### src/rtl/decode_pipe_pkg.sv
// Shared decode definitions: word/tag types, opcodes, instr_type bit indices,
// branch/load mask bit positions and the per-lane decoded record.
package decode_pipe_pkg;

  typedef logic [31:0] word_t;
  typedef logic [4:0]  tag_t;

  localparam logic [6:0] OP_REG    = 7'b0110011;
  localparam logic [6:0] OP_IMM    = 7'b0010011;
  localparam logic [6:0] OP_LUI    = 7'b0110111;
  localparam logic [6:0] OP_AUIPC  = 7'b0010111;
  localparam logic [6:0] OP_JAL    = 7'b1101111;
  localparam logic [6:0] OP_JALR   = 7'b1100111;
  localparam logic [6:0] OP_BRANCH = 7'b1100011;
  localparam logic [6:0] OP_LOAD   = 7'b0000011;
  localparam logic [6:0] OP_STORE  = 7'b0100011;

  localparam int IT_REG        = 0;
  localparam int IT_IMM        = 1;
  localparam int IT_LUI        = 2;
  localparam int IT_AUIPC      = 3;
  localparam int IT_JAL        = 4;
  localparam int IT_JALR       = 5;
  localparam int IT_BRANCH     = 6;
  localparam int IT_LOAD       = 7;
  localparam int IT_STORE      = 8;
  localparam int IT_ADD_OR_SUB = 9;
  localparam int RANGE_INSTRS  = 10;

  localparam int BR_EQ  = 0;
  localparam int BR_NE  = 1;
  localparam int BR_LT  = 2;
  localparam int BR_GE  = 3;
  localparam int BR_LTU = 4;
  localparam int BR_GEU = 5;
  localparam int BR_W   = 6;

  localparam int LD_BYTE   = 0;
  localparam int LD_HWORD  = 1;
  localparam int LD_WORD   = 2;
  localparam int LD_UBYTE  = 3;
  localparam int LD_UHWORD = 4;
  localparam int LD_W      = 5;

  typedef struct packed {
    logic [RANGE_INSTRS-1:0] instr_type;
    logic [BR_W-1:0]         branch_type;
    logic [LD_W-1:0]         load_type;
    tag_t                    rd;
    word_t                   imm;
    word_t                   pc;
    logic                    illegal;
  } dec_t;

endpackage

### src/rtl/decode_lane.sv
// Purely combinational decode of one instruction word into class bits,
// branch/load masks and a sign-extended immediate.
module decode_lane
  import decode_pipe_pkg::*;
(
  input  word_t line_i,
  input  word_t pc_i,
  output dec_t  dec_o
);

  logic [2:0] f3;
  assign f3 = line_i[14:12];

  always_comb begin
    dec_o    = '0;
    dec_o.rd = line_i[11:7];
    dec_o.pc = pc_i;
    case (line_i[6:0])
      OP_REG: begin
        dec_o.instr_type[IT_REG]        = 1'b1;
        dec_o.instr_type[IT_ADD_OR_SUB] = (line_i[31:25] == 7'h20);
      end
      OP_IMM: begin
        dec_o.instr_type[IT_IMM] = 1'b1;
        dec_o.imm = {{20{line_i[31]}}, line_i[31:20]};
      end
      OP_LUI: begin
        dec_o.instr_type[IT_LUI] = 1'b1;
        dec_o.imm = {line_i[31:12], 12'h000};
      end
      OP_AUIPC: begin
        dec_o.instr_type[IT_AUIPC] = 1'b1;
        dec_o.imm = {line_i[31:12], 12'h000};
      end
      OP_JAL: begin
        dec_o.instr_type[IT_JAL] = 1'b1;
        dec_o.imm = {{11{line_i[31]}}, line_i[31], line_i[19:12], line_i[20], line_i[30:21], 1'b0};
      end
      OP_JALR: begin
        dec_o.instr_type[IT_JALR] = 1'b1;
        dec_o.imm = {{20{line_i[31]}}, line_i[31:20]};
      end
      OP_BRANCH: begin
        if (f3 == 3'd2 || f3 == 3'd3) begin
          dec_o.illegal = 1'b1;
        end else begin
          dec_o.instr_type[IT_BRANCH] = 1'b1;
          dec_o.imm = {{19{line_i[31]}}, line_i[31], line_i[7], line_i[30:25], line_i[11:8], 1'b0};
          case (f3)
            3'd0:    dec_o.branch_type[BR_EQ]  = 1'b1;
            3'd1:    dec_o.branch_type[BR_NE]  = 1'b1;
            3'd4:    dec_o.branch_type[BR_LT]  = 1'b1;
            3'd5:    dec_o.branch_type[BR_GE]  = 1'b1;
            3'd6:    dec_o.branch_type[BR_LTU] = 1'b1;
            default: dec_o.branch_type[BR_GEU] = 1'b1;
          endcase
        end
      end
      OP_LOAD: begin
        if (f3 == 3'd3 || f3 == 3'd6 || f3 == 3'd7) begin
          dec_o.illegal = 1'b1;
        end else begin
          dec_o.instr_type[IT_LOAD] = 1'b1;
          dec_o.imm = {{20{line_i[31]}}, line_i[31:20]};
          case (f3)
            3'd0:    dec_o.load_type[LD_BYTE]   = 1'b1;
            3'd1:    dec_o.load_type[LD_HWORD]  = 1'b1;
            3'd2:    dec_o.load_type[LD_WORD]   = 1'b1;
            3'd4:    dec_o.load_type[LD_UBYTE]  = 1'b1;
            default: dec_o.load_type[LD_UHWORD] = 1'b1;
          endcase
        end
      end
      OP_STORE: begin
        if (f3 > 3'd2) begin
          dec_o.illegal = 1'b1;
        end else begin
          dec_o.instr_type[IT_STORE] = 1'b1;
          dec_o.imm = {{20{line_i[31]}}, line_i[31:25], line_i[11:7]};
        end
      end
      default: dec_o.illegal = 1'b1;
    endcase
  end

endmodule

### src/rtl/decode_pipe.sv
// Multi-lane decode stage: LANES decode_lane instances feeding a 2-entry skid
// buffer, so in_ready comes straight from a flop.
module decode_pipe
  import decode_pipe_pkg::*;
#(
  parameter int LANES = 1
) (
  input  logic                                clock,
  input  logic                                reset,
  input  logic                                flush,
  input  logic                                in_valid,
  output logic                                in_ready,
  input  word_t [LANES-1:0]                   in_line,
  input  word_t                               in_pc,
  output tag_t  [LANES-1:0]                   rs1_async,
  output tag_t  [LANES-1:0]                   rs2_async,
  output logic                                out_valid,
  input  logic                                out_ready,
  output logic  [LANES-1:0][RANGE_INSTRS-1:0] instr_type,
  output logic  [LANES-1:0][BR_W-1:0]         branch_type,
  output logic  [LANES-1:0][LD_W-1:0]         load_type,
  output tag_t  [LANES-1:0]                   rd,
  output word_t [LANES-1:0]                   imm,
  output word_t [LANES-1:0]                   pc,
  output logic  [LANES-1:0]                   illegal
);

  typedef enum logic [1:0] {EMPTY, FULL, SKID} state_e;

  state_e            state_q;
  logic              out_valid_q;
  logic              in_ready_q;
  dec_t [LANES-1:0]  dec_w;
  dec_t [LANES-1:0]  out_q;
  dec_t [LANES-1:0]  skid_q;
  logic              accept;

  assign accept    = in_valid && in_ready_q;
  assign in_ready  = in_ready_q;
  assign out_valid = out_valid_q;

  for (genvar gi = 0; gi < LANES; gi++) begin : g_lane
    decode_lane u_lane (
      .line_i (in_line[gi]),
      .pc_i   (in_pc + word_t'(4 * gi)),
      .dec_o  (dec_w[gi])
    );
    assign rs1_async[gi]   = in_line[gi][19:15];
    assign rs2_async[gi]   = in_line[gi][24:20];
    assign instr_type[gi]  = out_q[gi].instr_type;
    assign branch_type[gi] = out_q[gi].branch_type;
    assign load_type[gi]   = out_q[gi].load_type;
    assign rd[gi]          = out_q[gi].rd;
    assign imm[gi]         = out_q[gi].imm;
    assign pc[gi]          = out_q[gi].pc;
    assign illegal[gi]     = out_q[gi].illegal;
  end

  always_ff @(posedge clock) begin
    if (reset) begin
      state_q     <= EMPTY;
      out_valid_q <= 1'b0;
      in_ready_q  <= 1'b1;
      out_q       <= '0;
      skid_q      <= '0;
    end else if (flush) begin
      // Held contents are dropped by invalidation; stale fields are harmless.
      state_q     <= EMPTY;
      out_valid_q <= 1'b0;
      in_ready_q  <= 1'b1;
    end else begin
      case (state_q)
        EMPTY: begin
          if (accept) begin
            out_q       <= dec_w;
            out_valid_q <= 1'b1;
            state_q     <= FULL;
          end
        end
        FULL: begin
          if (accept && out_ready) begin
            out_q <= dec_w;
          end else if (accept) begin
            skid_q     <= dec_w;
            in_ready_q <= 1'b0;
            state_q    <= SKID;
          end else if (out_ready) begin
            out_valid_q <= 1'b0;
            state_q     <= EMPTY;
          end
        end
        SKID: begin
          if (out_ready) begin
            out_q      <= skid_q;
            in_ready_q <= 1'b1;
            state_q    <= FULL;
          end
        end
        default: begin
          state_q     <= EMPTY;
          out_valid_q <= 1'b0;
          in_ready_q  <= 1'b1;
        end
      endcase
    end
  end

endmodule

### config.mk
export PLATFORM = sky130hd
export DESIGN_NAME = decode_pipe
export DESIGN_NICKNAME = d
export VERILOG_FILES = /design/src/rtl/decode_pipe_pkg.sv /design/src/rtl/decode_lane.sv /design/src/rtl/decode_pipe.sv
export SDC_FILE = /design/constraint.sdc
export NUM_CORES = 1
export LEC_CHECK = 0
export CAP_MARGIN = 25
export CORE_ASPECT_RATIO = 0.5
export CORE_UTILIZATION = 46
export DETAILED_ROUTE_END_ITERATION = 10
export PLACE_DENSITY = 0.76
export SYNTH_ARGS = -nofsm -noshare
export SYNTH_HDL_FRONTEND = slang
export SYNTH_SLANG_ARGS = --single-unit
### constraint.sdc
create_clock -name clock -period 2 [get_ports clock]
set_clock_uncertainty 0.15 [all_clocks]
set_input_delay 0.4 -clock clock [delete_from_list [all_inputs] [get_ports clock]]
set_output_delay 0.4 -clock clock [all_outputs]
set_load 0.005 [all_outputs]
### After elaboration in Yosys (flattened, before gate mapping)

Cells that the tools add are included.

| storage, ports and cells | value |
|---|---|
| register bits after elaboration | 186 |
| input port bits | 69 |
| output and inout bits | 103 |

| cells by class | value |
|---|---|
| $lt $le $gt $ge | 1 |
| eq/ne operators | 27 |
| multiplexer cells | 52 |
| bitwise gates (word level) | 4 |
| reduce and logical (&&, ||, !) cells | 19 |

Operator list:

| operator | count |
|---|---|
| two-way mux 91 bit | 3 |
| one-hot mux 91 bit (3 select lines) | 1 |
| one-hot mux 32 bit (6 select lines) | 1 |
| two-way mux 32 bit | 3 |
| two-way mux 1 bit | 31 |
| equality test 7 x 6 -> 1 bit (second input constant) | 4 |
| equality test 7 bit (second input constant) | 3 |
| equality test 7 x 5 -> 1 bit (second input constant) | 2 |
| != test 2 bit (second input constant) | 7 |
| equality test 3 bit (second input constant) | 4 |
| two-way mux 6 bit | 2 |
| AND reduction 4 bit | 3 |
| two-way mux 2 bit | 5 |
| two-way mux 5 bit | 2 |
| AND reduction 5 bit | 2 |
| equality test 7 x 2 -> 1 bit (second input constant) | 1 |
| equality test 3 x 2 -> 1 bit (second input constant) | 2 |
| one-hot mux 1 bit (3 select lines) | 2 |
| one-hot mux 2 bit (3 select lines) | 1 |
| OR reduction 2 bit | 3 |
| OR reduction 6 bit | 1 |
| OR reduction 5 bit | 1 |
| inverter 1 bit | 4 |
| one-hot mux 1 bit (4 select lines) | 1 |
| 11 further kinds | 14 |

### Longest topological paths before layout

| logic depth | value |
|---|---|
| depth in word-level cells | 7 |
| mapped depth | 7 |
| gate-level depth less buffers | 5 |

### Hierarchy

A second synthesis with hierarchy kept.

| second synthesis, totals | value |
|---|---|
| cells, all modules | 999 |
| area total of the unflattened synthesis | 8914.8 um^2 |

Modules (own cells, without submodules):

| module | instances | cells each | area an instance (um^2) | sequential area each (um^2) |
|---|---|---|---|---|
| decode_pipe | 1 | 837 | 7828.8 | 3723.6 |
| decode_lane | 1 | 162 | 1086.0 | 0.0 |

### Worst setup path before layout

No wires, ideal clock.

| timing path | value |
|---|---|
| path kind | input-to-reg |
| from | input in_line[13] in the netlist's numbering |
| to | register out_q, in the netlist imm[29] |
| library setup time | 0.139 ns |
| data arrival time | 1.699 ns |
| setup slack | 0.012 ns |
| cell stages on the path | 7 |
| buffers on the path | 2 |
| path through | buf_2 -> nand2b_1 -> o2111ai_1 -> nand3_2 -> a21oi_1 -> buf_2 -> a221oi_1 |

| between the ends | value |
|---|---|
| longest elaborated chain between the ends | 7 |

RTL lines:

| item | line | RTL |
|---|---|---|
| start, declared | decode_pipe.sv:13 | `input word_t [LANES-1:0] in_line,` |
| branches (longest 4 deep; another with greater-than comparator 3 x 2 -> 1 bit) | - |  |
| one-hot mux 32 bit (6 select lines) (*) | decode_lane.sv:18 | `case (line_i[6:0])` |
| two-way mux 91 bit, on equally long branches | decode_pipe.sv:81, decode_pipe.sv:74 |  |
| one-hot mux 91 bit (3 select lines) (*) | decode_pipe.sv:72 | `case (state_q)` |
| end signal, assigned | decode_pipe.sv:75 | `out_q <= dec_w;` |
| end signal, assigned | decode_pipe.sv:82 | `out_q <= dec_w;` |
| end signal, assigned | decode_pipe.sv:94 | `out_q <= skid_q;` |
| end, declared | decode_pipe.sv:34 | `dec_t [LANES-1:0] out_q;` |

Mark *: on every way between the ends. The select of a mux whose other input is x is not followed.
A chain may end at the register's enable or synchronous reset.

### Worst setup path after layout

| timing path | value |
|---|---|
| from | input in_line[1] in the netlist's numbering |
| to | register skid_q[48] in the netlist's numbering |

| between the ends | value |
|---|---|
| longest elaborated chain between the ends | 3 |

RTL lines:

| item | line | RTL |
|---|---|---|
| equality test 7 x 5 -> 1 bit, or another cell as far along | decode_lane.sv:18 |  |
| OR reduction 2 bit (no line) | - |  |
| one-hot mux 32 bit (6 select lines) (*) | decode_lane.sv:18 |  |
| end signal, assigned | decode_pipe.sv:84 | `skid_q <= dec_w;` |
| end, declared | decode_pipe.sv:35 | `dec_t [LANES-1:0] skid_q;` |

Mark *: on every way between the ends. The rest lies on a longest branch, timed or not.

==> impl_metrics.tcl <==
set metrics [dict create \
    max_cap_violations 0 \
    start_util_pct 47.9 \
    yosys-top-cells-area "dfxtp_1, nand2_1, a311oi_1, nor2_1, a21oi_1" \
    swShare_pct 24.4 \
    violations "setup timing" \
    peakVddDrop_uv 624 \
    die_w_microns 188 \
    cp-startpoint "in_line[1]" \
    synth_largest_area_cell "dfxtp_1" \
    postSynthCellCount 1003 \
    whs_ns 0.243 \
    synth-edff-count 0 \
    gp_congestion 0.884 \
    synth_top_area_share_pct 46.8 \
    wire_per_inst_microns 17.4 \
    power_frac_clock_pct 39.9 \
    slew_viol_final 0 \
    p_leak_nw 4.30 \
    numCtsBuffers 17 \
    final_cell_mix "nand2_1, dfxtp_1, clkdlybuf4s50_1, nor2_1, buf_4" \
    crit_type "in2reg" \
    overflow 0 \
    finalSetupViolCount 1 \
    critPathArrivalTime_ns 2.19 \
    grt_pass1_wl_mm 38.1 \
    final_cells 1475 \
    cts_root_buf "clkbuf_16" \
    port_buffers 171 \
    finalPower_mw 8.57 \
    num_vias 8392 \
    cp-end-kind "flop" \
    worstReg2RegStart "state_q[0]$_SDFFE_PP0P_" \
    clk_latency_ns 0.43 \
    synth_cell_type_count 54 \
    synth-warning-count 0 \
    worst_slew_pin_slew_ns 0.525 \
    drc 0 \
    critPathLaunchType "input pin" \
    core_area_sq_um 16600 \
    p_int_mw 6.48 \
    final_common_cell "nand2_1" \
    rows 33 \
    die_h_microns 95.0 \
    status "finished, violations left" \
    cts_hold_buf 0 \
    ys_seq_area_share_pct 46.8 \
    antenna_found_initial 2 \
    cp.required_ns 2.19 \
    drtAntennaViolNets 0 \
    setup_slack_ns -0.00410 \
    synth_ff_type "dfxtp_1" \
    ys_seq_elements 186 \
    power.density_nw_per_um2 717 \
    htreeDepth 4 \
    synthesis.nets 1072 \
    cts.sinks 186 \
    holdPathStages 2 \
    min_from "reset" \
    first_iter_violations 713 \
    first_pass_iters 7 \
    finalWirelength_mm 25.7 \
    dpl.hpwl_mm 16.2 \
    areaGrowthSynthToFinish_pct 50.2 \
    cts_buffer_depth 2 \
    fmax_mhz 499 \
    grt_pass1_vias 7699 \
    min_period_over_period_pct 100 \
    finalInstanceArea_sq_um 12000 \
    grt_start_max_net_pins 63 \
    combPwrFrac_pct 14.5 \
    dieArea_sq_um 17900 \
    track_usage_pct 26.6 \
    avgSynthCellArea_sq_um 7.94 \
    nets 1303 \
    post-place-cells 1417 \
    syn_area_sq_um 7960 \
    pwr-share-seq_pct 45.6 \
    avgViaCountPerCell 5.69 \
    path_max_fanout 7 \
    clkTransAtPathRegs_ns 0.07 \
    async_reset_ff_share_pct 0 \
    power_switching_mw 2.09 \
    hold_violations 0 \
    period_needed_ns 2.00 \
    drive_above_1_share_pct 20.0 \
    dpl_cell_area_sq_um 10600 \
    cts_tree "built" \
    slew_headroom_pct 65.0 \
    io_pins 172 \
    rr_worst_depth 7 \
    hold_class "in2reg" \
    rsz0062_at_grt "yes" \
]
cell type report:
type	count	area [sq um]
sequential	186	3720
clock inverter	9	114
multi-input combinational	714	4210
tap	227	284
fill	1237	4680
clock buffer	22	484
timing repair buffer	310	3120
antenna	2	5.00
inverter	5	18.8
per-stage QoR:
| step | util [%] | setup slack [ns] | setup TNS, ns |
|---|---|---|---|
| final | 71.9 | -0.00410 | -0.00410 |
| after global routing | 71.9 | -0.0433 | -0.467 |
| after CTS | 67.4 | -0.000469 | -0.000769 |
| after detailed placement | 63.4 | -0.542 | -82.57 |
| after global placement | 63.4 | -0.492 | -76.55 |
| after floorplan | - | 0.0121 | 0 |
critical path: stages:
cell	delay (ns)
clkdlybuf4s50_1	0.49
buf_4	0.16
and3b_2	0.27
nand2_1	0.08
a21oi_2	0.20
buf_4	0.18
nor3_4	0.06
buf_12	0.14
a211oi_1	0.22
final timing paths:
path                                                end  slack (ns)
worst max register to register  skid_q[43]$_SDFFE_PP0P_        0.06
worst min-delay path            skid_q[82]$_SDFFE_PP0P_        0.24
worst min register to register   skid_q[8]$_SDFFE_PP0P_        0.30
worst max-delay path            skid_q[48]$_SDFFE_PP0P_      -0.004
registers in the layout (all words and copies together) (netlist names):
register	flops
rd	5
in_ready	1
pc	32
state_q	2
branch_type	6
load_type	5
imm	32
skid_q	91
out_valid	1
illegal	1
instr_type	10
cell families after synthesis:
logic type	after synthesis	synth area share, %
compound gates	247	21.7
xor+xnor	1	0.110
buf+inv	103	6.05
flops	186	46.8
simple gates	466	25.3
cell usage after synthesis, types with 4 or more instances:
cell       instances
nand2_1          242
dfxtp_1          186
nor2_1           123
a21oi_1           74
clkbuf_1          57
a311oi_1          56
a221oi_1          30
nor3_1            28
o21ai_0           27
nand3_1           24
buf_2             22
a211oi_1          20
buf_4             12
a21boi_0           6
nand2b_1           6
nor4_1             6
o21a_1             6
inv_1              5
nand4_1            5
a22o_1             4
a31oi_1            4
buf_1              4
o2bb2ai_1          4
per-layer routing:
layer	wire, microns	GRT usage [%]	vias to the layer above	part of all wire [%]
li1	-	-	3982	-
met1	10900	33.9	4008	43
met2	12400	44.7	356	48
met3	1840	6.00	44	7.2
met4	464	9.15	2	1.8
met5	8	0	-	0.031
repair_timing:
| item | 4_1_cts | 5_1_grt |
|---|---|---|
| pin swaps | 3 | 31 |
| endpoints found under the setup margin | 130 | 145 |
| cloned | 0 | 4 |
| buffers inserted | 2 | 20 |
| resized for setup | 16 | 107 |
| hold endpoints to repair | 0 | 0 |
power by group through the flow:
stage | Sequential, mW | Combinational, mW | Clock (mW)
after floorplan | 3.99 | 0.421 | 0
after global placement | 3.99 | 1.07 | 0
after detailed placement | 3.99 | 1.08 | 0
after CTS | 3.91 | 1.10 | 3.46
after global routing | 3.92 | 1.32 | 3.64
final | 3.91 | 1.24 | 3.43
No activity file was read; power rests on OpenSTA's default activity.
